--- config.mk ---
export PLATFORM = sky130hd
export DESIGN_NAME = dmi_req_arbiter_flat
export DESIGN_NICKNAME = d
export VERILOG_FILES = /design/src/rtl/dmi_pkg.sv /design/src/rtl/dmi_req_arbiter_if.sv /design/src/rtl/dmi_req_fifo.sv /design/src/rtl/dmi_req_arbiter.sv /design/src/flat_wrapper.sv
export SDC_FILE = /design/constraint.sdc
export NUM_CORES = 1
export LEC_CHECK = 0
export ABC_CLOCK_PERIOD_IN_PS = 8000
export CAP_MARGIN = 15
export CORE_ASPECT_RATIO = 0.75
export CORE_MARGIN = 10
export CORE_UTILIZATION = 45
export CTS_CLUSTER_DIAMETER = 40
export DETAILED_ROUTE_END_ITERATION = 16
export GPL_ROUTABILITY_DRIVEN = 0
export GPL_TIMING_DRIVEN = 0
export PLACE_DENSITY = 0.87
export SYNTH_ARGS = -nofsm -noshare
export SYNTH_HDL_FRONTEND = slang
export SYNTH_SLANG_ARGS = --single-unit
--- constraint.sdc ---
create_clock -name core_clk -period 8 [get_ports core_clk]
set_input_delay 2 -clock core_clk [delete_from_list [all_inputs] [get_ports core_clk]]
set_output_delay 2 -clock core_clk [all_outputs]
set_load 0.01 [all_outputs]
--- src/rtl/dmi_pkg.sv ---
`default_nettype none
// ============================================================================
//  Module   : dmi_pkg
//  Purpose  : Shared types and constants for the DMI request arbiter:
//             aux issue FSM states, read-data owner encoding, default DM
//             address width and the out-of-range address mask.
//  Revision : 1.0  initial release
// ============================================================================
package dmi_pkg;

  // Default debug-module register address width
  localparam int DM_AW_DEFAULT = 7;

  // Aux issue FSM: idle/ready to issue, access in flight, response held
  typedef enum logic [1:0] {
    A_IDLE = 2'd0,
    A_INFL = 2'd1,
    A_HOLD = 2'd2
  } a_state_e;

  // Which requester owns the DM read data returned in the next cycle
  typedef enum logic [1:0] {
    OWN_NONE = 2'd0,
    OWN_J    = 2'd1,
    OWN_A    = 2'd2
  } owner_e;

  // Mask selecting JTAG address bits that must be zero for a DM hit
  function automatic logic [31:0] oor_mask(input int aw);
    return ~((32'd1 << aw) - 32'd1);
  endfunction

  localparam logic [31:0] OOR_MASK_DEFAULT = oor_mask(DM_AW_DEFAULT);

endpackage
`default_nettype wire

--- src/rtl/dmi_req_arbiter_if.sv ---
`default_nettype none
// ============================================================================
//  Module   : dmi_req_arbiter_if
//  Purpose  : Bundle of JTAG, aux-master, debug-module and counter signals
//             around the DMI request arbiter. 'slave' is the arbiter view,
//             'master' is the view of the surrounding environment.
//  Revision : 1.0  initial release
// ============================================================================
interface dmi_req_arbiter_if
  import dmi_pkg::*;
#(
  parameter int DM_AW = DM_AW_DEFAULT
) ();

  // JTAG path (from TCK-to-core synchroniser)
  logic             j_reg_en;
  logic             j_reg_wr_en;
  logic [31:0]      j_wr_addr;
  logic [31:0]      j_wr_data;
  logic             j_rd_ack;
  logic [31:0]      j_rd_data;

  // Aux master request/response
  logic             a_req_valid;
  logic             a_req_ready;
  logic             a_req_wr;
  logic [DM_AW-1:0] a_req_addr;
  logic [31:0]      a_req_wdata;
  logic             a_rsp_valid;
  logic             a_rsp_ready;
  logic [31:0]      a_rsp_rdata;

  // Debug-module register port
  logic             dm_reg_en;
  logic             dm_reg_wr_en;
  logic [DM_AW-1:0] dm_reg_addr;
  logic [31:0]      dm_reg_wdata;
  logic [31:0]      dm_reg_rdata;

  // Deferral statistics
  logic             cnt_clr;
  logic [15:0]      defer_cnt;

  modport slave (
    input  j_reg_en, j_reg_wr_en, j_wr_addr, j_wr_data,
    output j_rd_ack, j_rd_data,
    input  a_req_valid, a_req_wr, a_req_addr, a_req_wdata,
    output a_req_ready,
    output a_rsp_valid, a_rsp_rdata,
    input  a_rsp_ready,
    output dm_reg_en, dm_reg_wr_en, dm_reg_addr, dm_reg_wdata,
    input  dm_reg_rdata,
    input  cnt_clr,
    output defer_cnt
  );

  modport master (
    output j_reg_en, j_reg_wr_en, j_wr_addr, j_wr_data,
    input  j_rd_ack, j_rd_data,
    output a_req_valid, a_req_wr, a_req_addr, a_req_wdata,
    input  a_req_ready,
    input  a_rsp_valid, a_rsp_rdata,
    output a_rsp_ready,
    input  dm_reg_en, dm_reg_wr_en, dm_reg_addr, dm_reg_wdata,
    output dm_reg_rdata,
    output cnt_clr,
    input  defer_cnt
  );

endinterface
`default_nettype wire

--- src/rtl/dmi_req_fifo.sv ---
`default_nettype none
// ============================================================================
//  Module   : dmi_req_fifo
//  Purpose  : Small synchronous FIFO holding queued aux requests. Pointers
//             carry one extra wrap bit so full and empty are distinguishable
//             without a separate counter. Head entry is presented
//             combinationally on rdata_o.
//  Revision : 1.0  initial release
// ============================================================================
module dmi_req_fifo #(
  parameter int WIDTH = 40,
  parameter int DEPTH = 2
) (
  input  wire logic             clk,
  input  wire logic             rst_n,
  input  wire logic             push_i,
  input  wire logic [WIDTH-1:0] wdata_i,
  input  wire logic             pop_i,
  output logic      [WIDTH-1:0] rdata_o,
  output logic                  full_o,
  output logic                  empty_o
);

  localparam int PW = (DEPTH > 1) ? $clog2(DEPTH) : 1;

  logic [WIDTH-1:0] mem_q [DEPTH];
  logic [PW:0]      wr_ptr_q, wr_ptr_d;
  logic [PW:0]      rd_ptr_q, rd_ptr_d;

  // Full when indices match but wrap bits differ; empty when both match
  assign full_o  = (wr_ptr_q[PW] != rd_ptr_q[PW]) &&
                   (wr_ptr_q[PW-1:0] == rd_ptr_q[PW-1:0]);
  assign empty_o = (wr_ptr_q == rd_ptr_q);
  assign rdata_o = mem_q[rd_ptr_q[PW-1:0]];

  // Pointer advance; callers never push when full nor pop when empty
  always_comb begin
    wr_ptr_d = wr_ptr_q;
    rd_ptr_d = rd_ptr_q;
    if (push_i) wr_ptr_d = wr_ptr_q + 1'b1;
    if (pop_i)  rd_ptr_d = rd_ptr_q + 1'b1;
  end

  // Pointer registers, cleared by reset so queued entries are discarded
  always_ff @(posedge clk or negedge rst_n) begin
    if (!rst_n) begin
      wr_ptr_q <= '0;
      rd_ptr_q <= '0;
    end else begin
      wr_ptr_q <= wr_ptr_d;
      rd_ptr_q <= rd_ptr_d;
    end
  end

  // Entry storage; contents need no reset as validity comes from pointers
  always_ff @(posedge clk) begin
    if (push_i) mem_q[wr_ptr_q[PW-1:0]] <= wdata_i;
  end

endmodule
`default_nettype wire

--- src/rtl/dmi_req_arbiter.sv ---
`default_nettype none
// ============================================================================
//  Module   : dmi_req_arbiter
//  Purpose  : Shares the debug-module register port between the JTAG DMI
//             path (absolute priority, fixed one-cycle ack) and a queued
//             aux master (valid/ready, one access outstanding). A registered
//             owner flag steers the next-cycle DM read data to its requester.
//  Revision : 1.0  initial release
// ============================================================================
module dmi_req_arbiter
  import dmi_pkg::*;
#(
  parameter int AUX_DEPTH = 2,
  parameter int DM_AW     = DM_AW_DEFAULT
) (
  input  wire logic        core_clk,
  input  wire logic        core_rst_n,
  dmi_req_arbiter_if.slave bus
);

  localparam int          EW         = 1 + DM_AW + 32;
  localparam logic [31:0] RANGE_MASK = oor_mask(DM_AW);

  // FIFO interface
  logic             fifo_push;
  logic             fifo_pop;
  logic             fifo_full;
  logic             fifo_empty;
  logic [EW-1:0]    fifo_wdata;
  logic [EW-1:0]    fifo_rdata;
  logic             head_wr;
  logic [DM_AW-1:0] head_addr;
  logic [31:0]      head_wdata;

  // Arbitration and FSM
  logic             j_hit;
  logic             issue_ok;
  logic             aux_issue;
  logic             defer_hit;
  a_state_e         state_q, state_d;
  owner_e           owner_q, owner_d;
  logic             aux_wr_q, aux_wr_d;
  logic             rsp_valid_q, rsp_valid_d;
  logic [31:0]      rsp_rdata_q, rsp_rdata_d;
  logic             j_ack_q;
  logic [15:0]      defer_q, defer_d;

  // ---------------------------------------------------------------------------
  // Aux request queue
  // ---------------------------------------------------------------------------
  assign fifo_push       = bus.a_req_valid && !fifo_full;
  assign fifo_pop        = aux_issue;
  assign fifo_wdata      = {bus.a_req_wr, bus.a_req_addr, bus.a_req_wdata};
  assign bus.a_req_ready = !fifo_full;

  assign head_wr    = fifo_rdata[EW-1];
  assign head_addr  = fifo_rdata[DM_AW+31:32];
  assign head_wdata = fifo_rdata[31:0];

  dmi_req_fifo #(
    .WIDTH (EW),
    .DEPTH (AUX_DEPTH)
  ) u_fifo (
    .clk     (core_clk),
    .rst_n   (core_rst_n),
    .push_i  (fifo_push),
    .wdata_i (fifo_wdata),
    .pop_i   (fifo_pop),
    .rdata_o (fifo_rdata),
    .full_o  (fifo_full),
    .empty_o (fifo_empty)
  );

  // ---------------------------------------------------------------------------
  // Arbitration
  // ---------------------------------------------------------------------------
  // A J pulse blocks aux issue even when its address misses the DM, which
  // keeps the rule simple and matches how deferrals are counted.
  assign j_hit    = bus.j_reg_en && ((bus.j_wr_addr & RANGE_MASK) == 32'd0);
  assign issue_ok = !fifo_empty && !bus.j_reg_en &&
                    (!rsp_valid_q || bus.a_rsp_ready);

  // Aux issue FSM next state, response register and deferral detection
  always_comb begin
    state_d     = state_q;
    aux_issue   = 1'b0;
    defer_hit   = 1'b0;
    aux_wr_d    = aux_wr_q;
    rsp_valid_d = rsp_valid_q;
    rsp_rdata_d = rsp_rdata_q;
    case (state_q)
      A_IDLE: begin
        if (issue_ok) begin
          aux_issue = 1'b1;
          state_d   = A_INFL;
        end else if (!fifo_empty && bus.j_reg_en &&
                     (!rsp_valid_q || bus.a_rsp_ready)) begin
          defer_hit = 1'b1;
        end
      end
      A_INFL: begin
        rsp_valid_d = 1'b1;
        rsp_rdata_d = (owner_q == OWN_A && !aux_wr_q) ? bus.dm_reg_rdata : 32'd0;
        state_d     = A_HOLD;
      end
      A_HOLD: begin
        if (bus.a_rsp_ready) begin
          rsp_valid_d = 1'b0;
          if (issue_ok) begin
            aux_issue = 1'b1;
            state_d   = A_INFL;
          end else begin
            state_d = A_IDLE;
          end
        end
      end
      default: state_d = A_IDLE;
    endcase
    if (aux_issue) aux_wr_d = head_wr;
  end

  // Owner of the read data the DM returns in the following cycle
  always_comb begin
    owner_d = OWN_NONE;
    if (j_hit && !bus.j_reg_wr_en) owner_d = OWN_J;
    else if (aux_issue)            owner_d = OWN_A;
  end

  // Saturating deferral counter; clear wins over increment
  always_comb begin
    defer_d = defer_q;
    if (bus.cnt_clr)                         defer_d = 16'd0;
    else if (defer_hit && defer_q != 16'hFFFF) defer_d = defer_q + 16'd1;
  end

  // State, owner, response and counter registers
  always_ff @(posedge core_clk or negedge core_rst_n) begin
    if (!core_rst_n) begin
      state_q     <= A_IDLE;
      owner_q     <= OWN_NONE;
      aux_wr_q    <= 1'b0;
      rsp_valid_q <= 1'b0;
      rsp_rdata_q <= 32'd0;
      j_ack_q     <= 1'b0;
      defer_q     <= 16'd0;
    end else begin
      state_q     <= state_d;
      owner_q     <= owner_d;
      aux_wr_q    <= aux_wr_d;
      rsp_valid_q <= rsp_valid_d;
      rsp_rdata_q <= rsp_rdata_d;
      j_ack_q     <= bus.j_reg_en;
      defer_q     <= defer_d;
    end
  end

  // ---------------------------------------------------------------------------
  // DM port: J in-range access wins, else the aux head on issue, else idle
  // ---------------------------------------------------------------------------
  // DM port drive for the current cycle
  always_comb begin
    bus.dm_reg_en    = 1'b0;
    bus.dm_reg_wr_en = 1'b0;
    bus.dm_reg_addr  = '0;
    bus.dm_reg_wdata = 32'd0;
    if (j_hit) begin
      bus.dm_reg_en    = 1'b1;
      bus.dm_reg_wr_en = bus.j_reg_wr_en;
      bus.dm_reg_addr  = bus.j_wr_addr[DM_AW-1:0];
      bus.dm_reg_wdata = bus.j_wr_data;
    end else if (aux_issue) begin
      bus.dm_reg_en    = 1'b1;
      bus.dm_reg_wr_en = head_wr;
      bus.dm_reg_addr  = head_addr;
      bus.dm_reg_wdata = head_wdata;
    end
  end

  // Return paths: J data is steered straight from the DM during its ack cycle
  assign bus.j_rd_ack    = j_ack_q;
  assign bus.j_rd_data   = (owner_q == OWN_J) ? bus.dm_reg_rdata : 32'd0;
  assign bus.a_rsp_valid = rsp_valid_q;
  assign bus.a_rsp_rdata = rsp_rdata_q;
  assign bus.defer_cnt   = defer_q;

endmodule
`default_nettype wire
--- src/flat_wrapper.sv ---
// flat-port wrapper written by rule: the top's interface ports become plain ports
module dmi_req_arbiter_flat import dmi_pkg::*;
#(
  parameter int AUX_DEPTH = 2,
  parameter int DM_AW     = DM_AW_DEFAULT
)
  (core_clk, core_rst_n, bus_j_reg_en, bus_j_reg_wr_en, bus_j_wr_addr, bus_j_wr_data, bus_j_rd_ack, bus_j_rd_data, bus_a_req_valid, bus_a_req_wr, bus_a_req_addr, bus_a_req_wdata, bus_a_req_ready, bus_a_rsp_valid, bus_a_rsp_rdata, bus_a_rsp_ready, bus_dm_reg_en, bus_dm_reg_wr_en, bus_dm_reg_addr, bus_dm_reg_wdata, bus_dm_reg_rdata, bus_cnt_clr, bus_defer_cnt);
  dmi_req_arbiter_if #(.DM_AW(DM_AW)) bus_i ();
  input  wire logic core_clk;
  input  wire logic core_rst_n;
  input wire logic [$bits(bus_i.j_reg_en)-1:0] bus_j_reg_en;
  input wire logic [$bits(bus_i.j_reg_wr_en)-1:0] bus_j_reg_wr_en;
  input wire logic [$bits(bus_i.j_wr_addr)-1:0] bus_j_wr_addr;
  input wire logic [$bits(bus_i.j_wr_data)-1:0] bus_j_wr_data;
  output wire logic [$bits(bus_i.j_rd_ack)-1:0] bus_j_rd_ack;
  output wire logic [$bits(bus_i.j_rd_data)-1:0] bus_j_rd_data;
  input wire logic [$bits(bus_i.a_req_valid)-1:0] bus_a_req_valid;
  input wire logic [$bits(bus_i.a_req_wr)-1:0] bus_a_req_wr;
  input wire logic [$bits(bus_i.a_req_addr)-1:0] bus_a_req_addr;
  input wire logic [$bits(bus_i.a_req_wdata)-1:0] bus_a_req_wdata;
  output wire logic [$bits(bus_i.a_req_ready)-1:0] bus_a_req_ready;
  output wire logic [$bits(bus_i.a_rsp_valid)-1:0] bus_a_rsp_valid;
  output wire logic [$bits(bus_i.a_rsp_rdata)-1:0] bus_a_rsp_rdata;
  input wire logic [$bits(bus_i.a_rsp_ready)-1:0] bus_a_rsp_ready;
  output wire logic [$bits(bus_i.dm_reg_en)-1:0] bus_dm_reg_en;
  output wire logic [$bits(bus_i.dm_reg_wr_en)-1:0] bus_dm_reg_wr_en;
  output wire logic [$bits(bus_i.dm_reg_addr)-1:0] bus_dm_reg_addr;
  output wire logic [$bits(bus_i.dm_reg_wdata)-1:0] bus_dm_reg_wdata;
  input wire logic [$bits(bus_i.dm_reg_rdata)-1:0] bus_dm_reg_rdata;
  input wire logic [$bits(bus_i.cnt_clr)-1:0] bus_cnt_clr;
  output wire logic [$bits(bus_i.defer_cnt)-1:0] bus_defer_cnt;
  assign bus_i.j_reg_en = bus_j_reg_en;
  assign bus_i.j_reg_wr_en = bus_j_reg_wr_en;
  assign bus_i.j_wr_addr = bus_j_wr_addr;
  assign bus_i.j_wr_data = bus_j_wr_data;
  assign bus_j_rd_ack = bus_i.j_rd_ack;
  assign bus_j_rd_data = bus_i.j_rd_data;
  assign bus_i.a_req_valid = bus_a_req_valid;
  assign bus_i.a_req_wr = bus_a_req_wr;
  assign bus_i.a_req_addr = bus_a_req_addr;
  assign bus_i.a_req_wdata = bus_a_req_wdata;
  assign bus_a_req_ready = bus_i.a_req_ready;
  assign bus_a_rsp_valid = bus_i.a_rsp_valid;
  assign bus_a_rsp_rdata = bus_i.a_rsp_rdata;
  assign bus_i.a_rsp_ready = bus_a_rsp_ready;
  assign bus_dm_reg_en = bus_i.dm_reg_en;
  assign bus_dm_reg_wr_en = bus_i.dm_reg_wr_en;
  assign bus_dm_reg_addr = bus_i.dm_reg_addr;
  assign bus_dm_reg_wdata = bus_i.dm_reg_wdata;
  assign bus_i.dm_reg_rdata = bus_dm_reg_rdata;
  assign bus_i.cnt_clr = bus_cnt_clr;
  assign bus_defer_cnt = bus_i.defer_cnt;
  dmi_req_arbiter #(.AUX_DEPTH(AUX_DEPTH), .DM_AW(DM_AW)) u_core (.core_clk(core_clk), .core_rst_n(core_rst_n), .bus(bus_i));
endmodule
# [Word level (Yosys, flattened, before mapping)]
# Memories as Yosys holds them, arrays and structs flattened.
# Index checks and enable logic that the tools add are counted.
# W data, S select, Z words.
[word_totals] wordCells=74 rom_bits=0 reg_bits=59 n_memories=1 latch_bits=0 inputBits=143 ramBits=80 out_inout_bits=124
[classes] shifts=0 n_mux=28 n_lt_le_gt_ge=0 addsub=3 mul=0 eq_ne=10 n_bitwise=0 div_mod_pow=0 n_reduce_logical=23
[memory_table] name="u_core.u_fifo.mem_q" words=2 word_bits=40 rd=1 rd_ports_with_merged_regs=0 write_ports=1 line="dmi_req_fifo.sv:26" rtl="logic [WIDTH-1:0] mem_q [DEPTH];"
[ops] cell="$mux W32" n=4
[ops] cell="$logic_not A32 Y1" n=1
[ops] cell="$mux W16" n=2
[ops] cell="$add A16 B1 Y16 const B" n=1
[ops] cell="$ne A16 B16 Y1 const B" n=1
[ops] cell="$mux W7" n=2
[ops] cell="$mux W1" n=13
[ops] cell="$logic_and A1 B1 Y1" n=10
[ops] cell="$mux W2" n=4
[ops] cell="$logic_not A1 Y1" n=6
[ops] cell="$pmux W2 S3" n=1
[ops] cell="$add A2 B1 Y2 const B" n=2
[ops] cell="$eq A2 B1 Y1 const B" n=2
[ops] cell="$eq A2 B2 Y1 const B" n=2
[ops] cell="$pmux W1 S2" n=2
[ops] cell="$reduce_and A2 Y1" n=2
[ops] cell="$reduce_bool A2 Y1" n=2
[ops] cell="$eq A2 B2 Y1" n=1
[ops] cell="$logic_not A2 Y1" n=1
[ops] cell="$ne A2 B1 Y1 const B" n=1
[ops] cell="$ne A2 B2 Y1 const B" n=1
[ops] cell="$eq A1 B1 Y1" n=1
[ops] cell="$logic_or A1 B1 Y1" n=1
[ops] cell="$ne A1 B1 Y1" n=1

# [Longest topological paths before layout]
[logic_depth] depth_word=10 mapped_depth=7 ltp_nobuf=6

# [Cells and area by module]
# From an unflattened synthesis, not the netlist that was laid out.
[unflattened] hier_cells=428 area_unflattened_um2=6357.3
[modules_own_cells] mod="dmi_req_fifo" area_each_um2=3265.6 cells_each=140 instances=1 seq_area_each_um2=2502.4
[modules_own_cells] mod="dmi_req_arbiter" area_each_um2=3091.7 cells_each=288 instances=1 seq_area_each_um2=1376.3

# [Worst setup path after synthesis]
# OpenSTA, ideal clock, no wires.
[synth_path] path_type="input to output" start="input bus_j_wr_addr[8]" end="output bus_dm_reg_addr[0]" path_stages=6 path_buffers=1 t_arrival_ns=3.111 required_ns=6.000 path_slack_ns=2.889 path_cell_list="nor4b_1 nand4_1 nor2_1 clkbuf_1 nand2_1 o21ai_0"
[synth_between] elab_chain_cells=3
[synth_rtl] element="start: declaration" line="flat_wrapper.sv:13" rtl="input wire logic [$bits(bus_i.j_wr_addr)-1:0] bus_j_wr_addr;"
[synth_rtl] element="$logic_not A32 Y1" line="dmi_req_arbiter.sv:79" rtl="assign j_hit = bus.j_reg_en && ((bus.j_wr_addr & RANGE_MASK) == 32'd0);"
[synth_rtl] element="$logic_and A1 B1 Y1" line="dmi_req_arbiter.sv:79"
[synth_rtl] element="$mux W7" line="dmi_req_arbiter.sv:166" rtl="if (j_hit) begin"
[synth_rtl] element="end: declaration" line="flat_wrapper.sv:27" rtl="output wire logic [$bits(bus_i.dm_reg_addr)-1:0] bus_dm_reg_addr;"
# Every way passes these cells.

# [Final worst setup path]
[layout_path] start="input bus_j_reg_en" end="output bus_dm_reg_wdata[22]"
[layout_between] elab_chain_cells=8 elab_cells_between_ends=9 cone_classes="mux: 5; reduce/logical: 4"
[layout_rtl] element="start: declaration" line="flat_wrapper.sv:11" rtl="input wire logic [$bits(bus_i.j_reg_en)-1:0] bus_j_reg_en;"
[layout_rtl] element="$logic_not A1 Y1" line="dmi_req_arbiter.sv:80" rtl="assign issue_ok = !fifo_empty && !bus.j_reg_en &&"
[layout_rtl] element="$logic_and A1 B1 Y1 (2 in a row)" line="dmi_req_arbiter.sv:80"
[layout_rtl] element="$mux W1" line="dmi_req_arbiter.sv:93, dmi_req_arbiter.sv:109"
[layout_rtl] element="$mux W1" line="dmi_req_arbiter.sv:107" rtl="if (bus.a_rsp_ready) begin"
[layout_rtl] element="$pmux W1 S2" line="dmi_req_arbiter.sv:91" rtl="case (state_q)"
[layout_rtl] element="$mux W32" line="dmi_req_arbiter.sv:171" rtl="end else if (aux_issue) begin"
[layout_rtl] element="$mux W32 (*)" line="dmi_req_arbiter.sv:166"
[layout_rtl] element="end: declaration" line="flat_wrapper.sv:28" rtl="output wire logic [$bits(bus_i.dm_reg_wdata)-1:0] bus_dm_reg_wdata;"
# Mark *: on every way between the ends. The rest lies on a longest branch, timed or not.

==> metrics.yaml <==
status:
  status: "completed"
clocking:
  clockRootBuffer: "clkbuf_16"
  htreeDepth: 4
  cts_tree: "yes"
  clockBufferDepth: 2
  cts_buffers: 17
  cts_setup_buffers: 0
  cts_resized: 0
  cts_sinks: 139
  ctsHoldBuffers: 0
  clk_pin_slew_worst_paths_ns: 0.05
  clock_latency_ns: 0.42
die:
  rows: 36
  die_x_um: 152.5
  coreArea_um2: 12930
  die-area_um2: 18200
  dieHeight_um: 119.4
  ios: 267
  start_util: 0.4583
global_route:
  grt_pass1_vias: 5478
  overflow: 0
  antenna_found_initial: 0
  grt_util_all_layers: 0.2142
  grt_pass1_wl_um: 30950
  grt_max_degree: 32
worst_setup_path:
  required_ns: 6.00
  slowest_delay_ns: 0.68
  crit_type: "input port to primary output"
  worstSetupStartpointType: "input port"
  arrival_ns: 5.24
  path_buf_inv: 3
  crit_path_end_kind: "primary output"
  cpMostUsedCell: "clkdlybuf4s50_1"
  crit_chain: "clkdlybuf4s50_1 > nor4b_1 > nand4_1 > nor2_1 > clkbuf_1 > nand2_1 > o21ai_0 > clkdlybuf4s50_1"
  cp_slowest_cell: "nor4b_1"
  crit_fanout: 10
  crit_family: "buffers and inverters"
synthesis:
  ys_seq_area_frac: 0.6547
  synth_top_flop_cell: "edfxtp_1"
  syn_inst: 464
  synth_seq_cells: 139
  synth_enable_flop_cells: 80
  ys_warn_count: 0
  syn-cell-area_um2: 5924
  syn_area_per_cell_um2: 12.77
  async_flop_share: 0.4245
  synth_cell_types: 34
  synthesis.nets: 608
place:
  hpwlAfterDp_um: 15080
  pre_cts_slack_ns: 0.7382
  port_buffers: 266
  placed_area_um2: 8880
sta:
  finalClockSkew_ns: 0.007996
  finalCritPeriodShare: 0.9053
  fin_setup_tns_ns: 0
  fin_ws_ns: 0.7578
  rsz0062_at_grt: "no"
  fmax_mhz: 138.1
  tightest_slew_ns: 1.046
  min_period_ns: 7.242
  finalMaxSlewViolations: 0
  finalHoldViolCount: 0
  setup_violations: 0
  slew_headroom: 0.2931
power:
  peakVddDrop_mv: 0.2078
  power-per-cell-area_nw_per_um2: 277.6
  leakagePower_nw: 3.558
  p_total_mw: 2.607
detailed_routing:
  postRouteAntennaNets: 0
  dr.pass1.iters: 5
  wl_met1_um: 7587
  wl_met2_um: 9778
  routed_wl_um: 19620
  initialDrtViolationCount: 270
  route.detailed.drc: 0
  wl_per_cell_um: 20.98
  routed.top_layer: "met4"
  viasPerCell: 5.293
  wl_met3_um: 1903
  vias: 4949
final_layout:
  synthToLayoutAreaGrowth_pct: 58.50
  final_net_count: 896
  layout_commonest_cell: "clkdlybuf4s50_1"
  final_cell_mix: "265 x clkdlybuf4s50_1, 80 x edfxtp_1, 59 x dfrtp_1"
  design_area_um2: 9390
  layout-drive-gt1-share: 0.04843
  num_antenna_cells: 0
  nFillCells: 845
run:
  drv_cap: 0
worst_hold_path:
  hold_class: "register to register"
[cells by family (layout without fill, tap and decap cells)]
logic type	count (synthesis)	after routing	synth area share
simple gates	139	139	0.1208
buf+inv	31	331	0.02027
compound gates	103	103	0.1181
flops	139	139	0.6547
mux	41	41	0.06927
fa+ha+maj	1	1	0.002112
xor+xnor	10	10	0.01478
[stage by stage]
stage	hold slack [ns]	std cells	utilization
after global routing	0.5087	935	0.7264
after detailed placement	0.4760	904	0.6869
after CTS	0.4896	935	0.7264
after global placement	0.4651	901	0.6808
after floorplan	0.4507	464	-
final	0.4914	935	0.7264
[sequential cells by signal, summed over array words and instances, names as in the netlist]
signal	count
u_core.owner_q	2
u_core.state_q	2
u_core.u_fifo.mem_q	80
u_core.bus.j_rd_ack	1
u_core.bus.a_rsp_rdata	32
u_core.u_fifo.rd_ptr_q	2
u_core.bus.defer_cnt	16
u_core.u_fifo.wr_ptr_q	2
u_core.aux_wr_q	1
u_core.bus.a_rsp_valid	1
[path summary, 6_finish.rpt]
kind	end	from	slack, ns	cells after the start
setup / recovery	bus_dm_reg_wdata[22]	bus_j_reg_en	0.76	8
hold / removal	u_core.aux_wr_q	u_core.aux_wr_q	0.49	1
setup reg to reg	u_core.bus.a_rsp_rdata[10]	u_core.state_q[1]	5.56	5
hold reg to reg	u_core.aux_wr_q	u_core.aux_wr_q	0.49	1
max in group asynchronous	u_core.bus.a_rsp_rdata[30]	core_rst_n	5.77	2
min in group asynchronous	u_core.bus.defer_cnt[7]	core_rst_n	1.62	1
[metal layers]
layer	vias up	GRT usage
met5	-	0
met1	2402	0.2419
met4	0	0.07075
met3	19	0.09385
li1	2295	-
met2	233	0.3591
[worst reg2reg max path, cell delays in order (launching register included)]
cell	delay [ns]
dfrtp_1	0.40
nand2b_1	0.15
clkbuf_1	0.22
nor4b_1	0.91
clkbuf_1	0.47
a22o_1	0.23
[synth_stat cells (3+ instances only)]
library cell | number | area, µm²
a22o_1 | 32 | 280.3
nor2_1 | 10 | 37.54
nand4_1 | 6 | 37.54
nand2b_1 | 4 | 25.02
and2_1 | 33 | 206.5
clkbuf_1 | 23 | 86.33
xnor2_1 | 6 | 52.55
or4_1 | 4 | 30.03
mux2i_1 | 41 | 410.4
edfxtp_1 | 80 | 2402
nand2_1 | 50 | 187.7
o21ai_0 | 48 | 240.2
o31ai_1 | 3 | 22.52
or3_1 | 8 | 50.05
nor3_1 | 3 | 15.01
xor2_1 | 4 | 35.03
a21oi_1 | 12 | 60.06
nand3_1 | 8 | 40.04
nor2b_1 | 3 | 18.77
inv_1 | 6 | 22.52
dfrtp_1 | 59 | 1476
nor4_1 | 6 | 37.54
[where the power goes]
group / total (mW) / leakage, nW / internal, mW / switching (mW)
clock network: 0.679 / 0.248 / 0.389 / 0.291
logic: 0.905 / 1.77 / 0.436 / 0.469
registers: 1.02 / 1.54 / 0.956 / 0.0667
total: 2.61 / 3.56 / 1.78 / 0.826
[final cells by class]
cell class              count  area (µm²)  share of cell area
flip-flops and latches    139        3879              0.4131
repair buffers            269        2733              0.2910
multi-input cells         294        1934              0.2060
clock buffers              18       429.2             0.04570
well taps                 171       214.0             0.02278
plain buffers              25       97.59             0.01039
clock inverters            13       81.33            0.008661
inverters                   6       22.52            0.002398
Power figures use the tool's default switching activity.
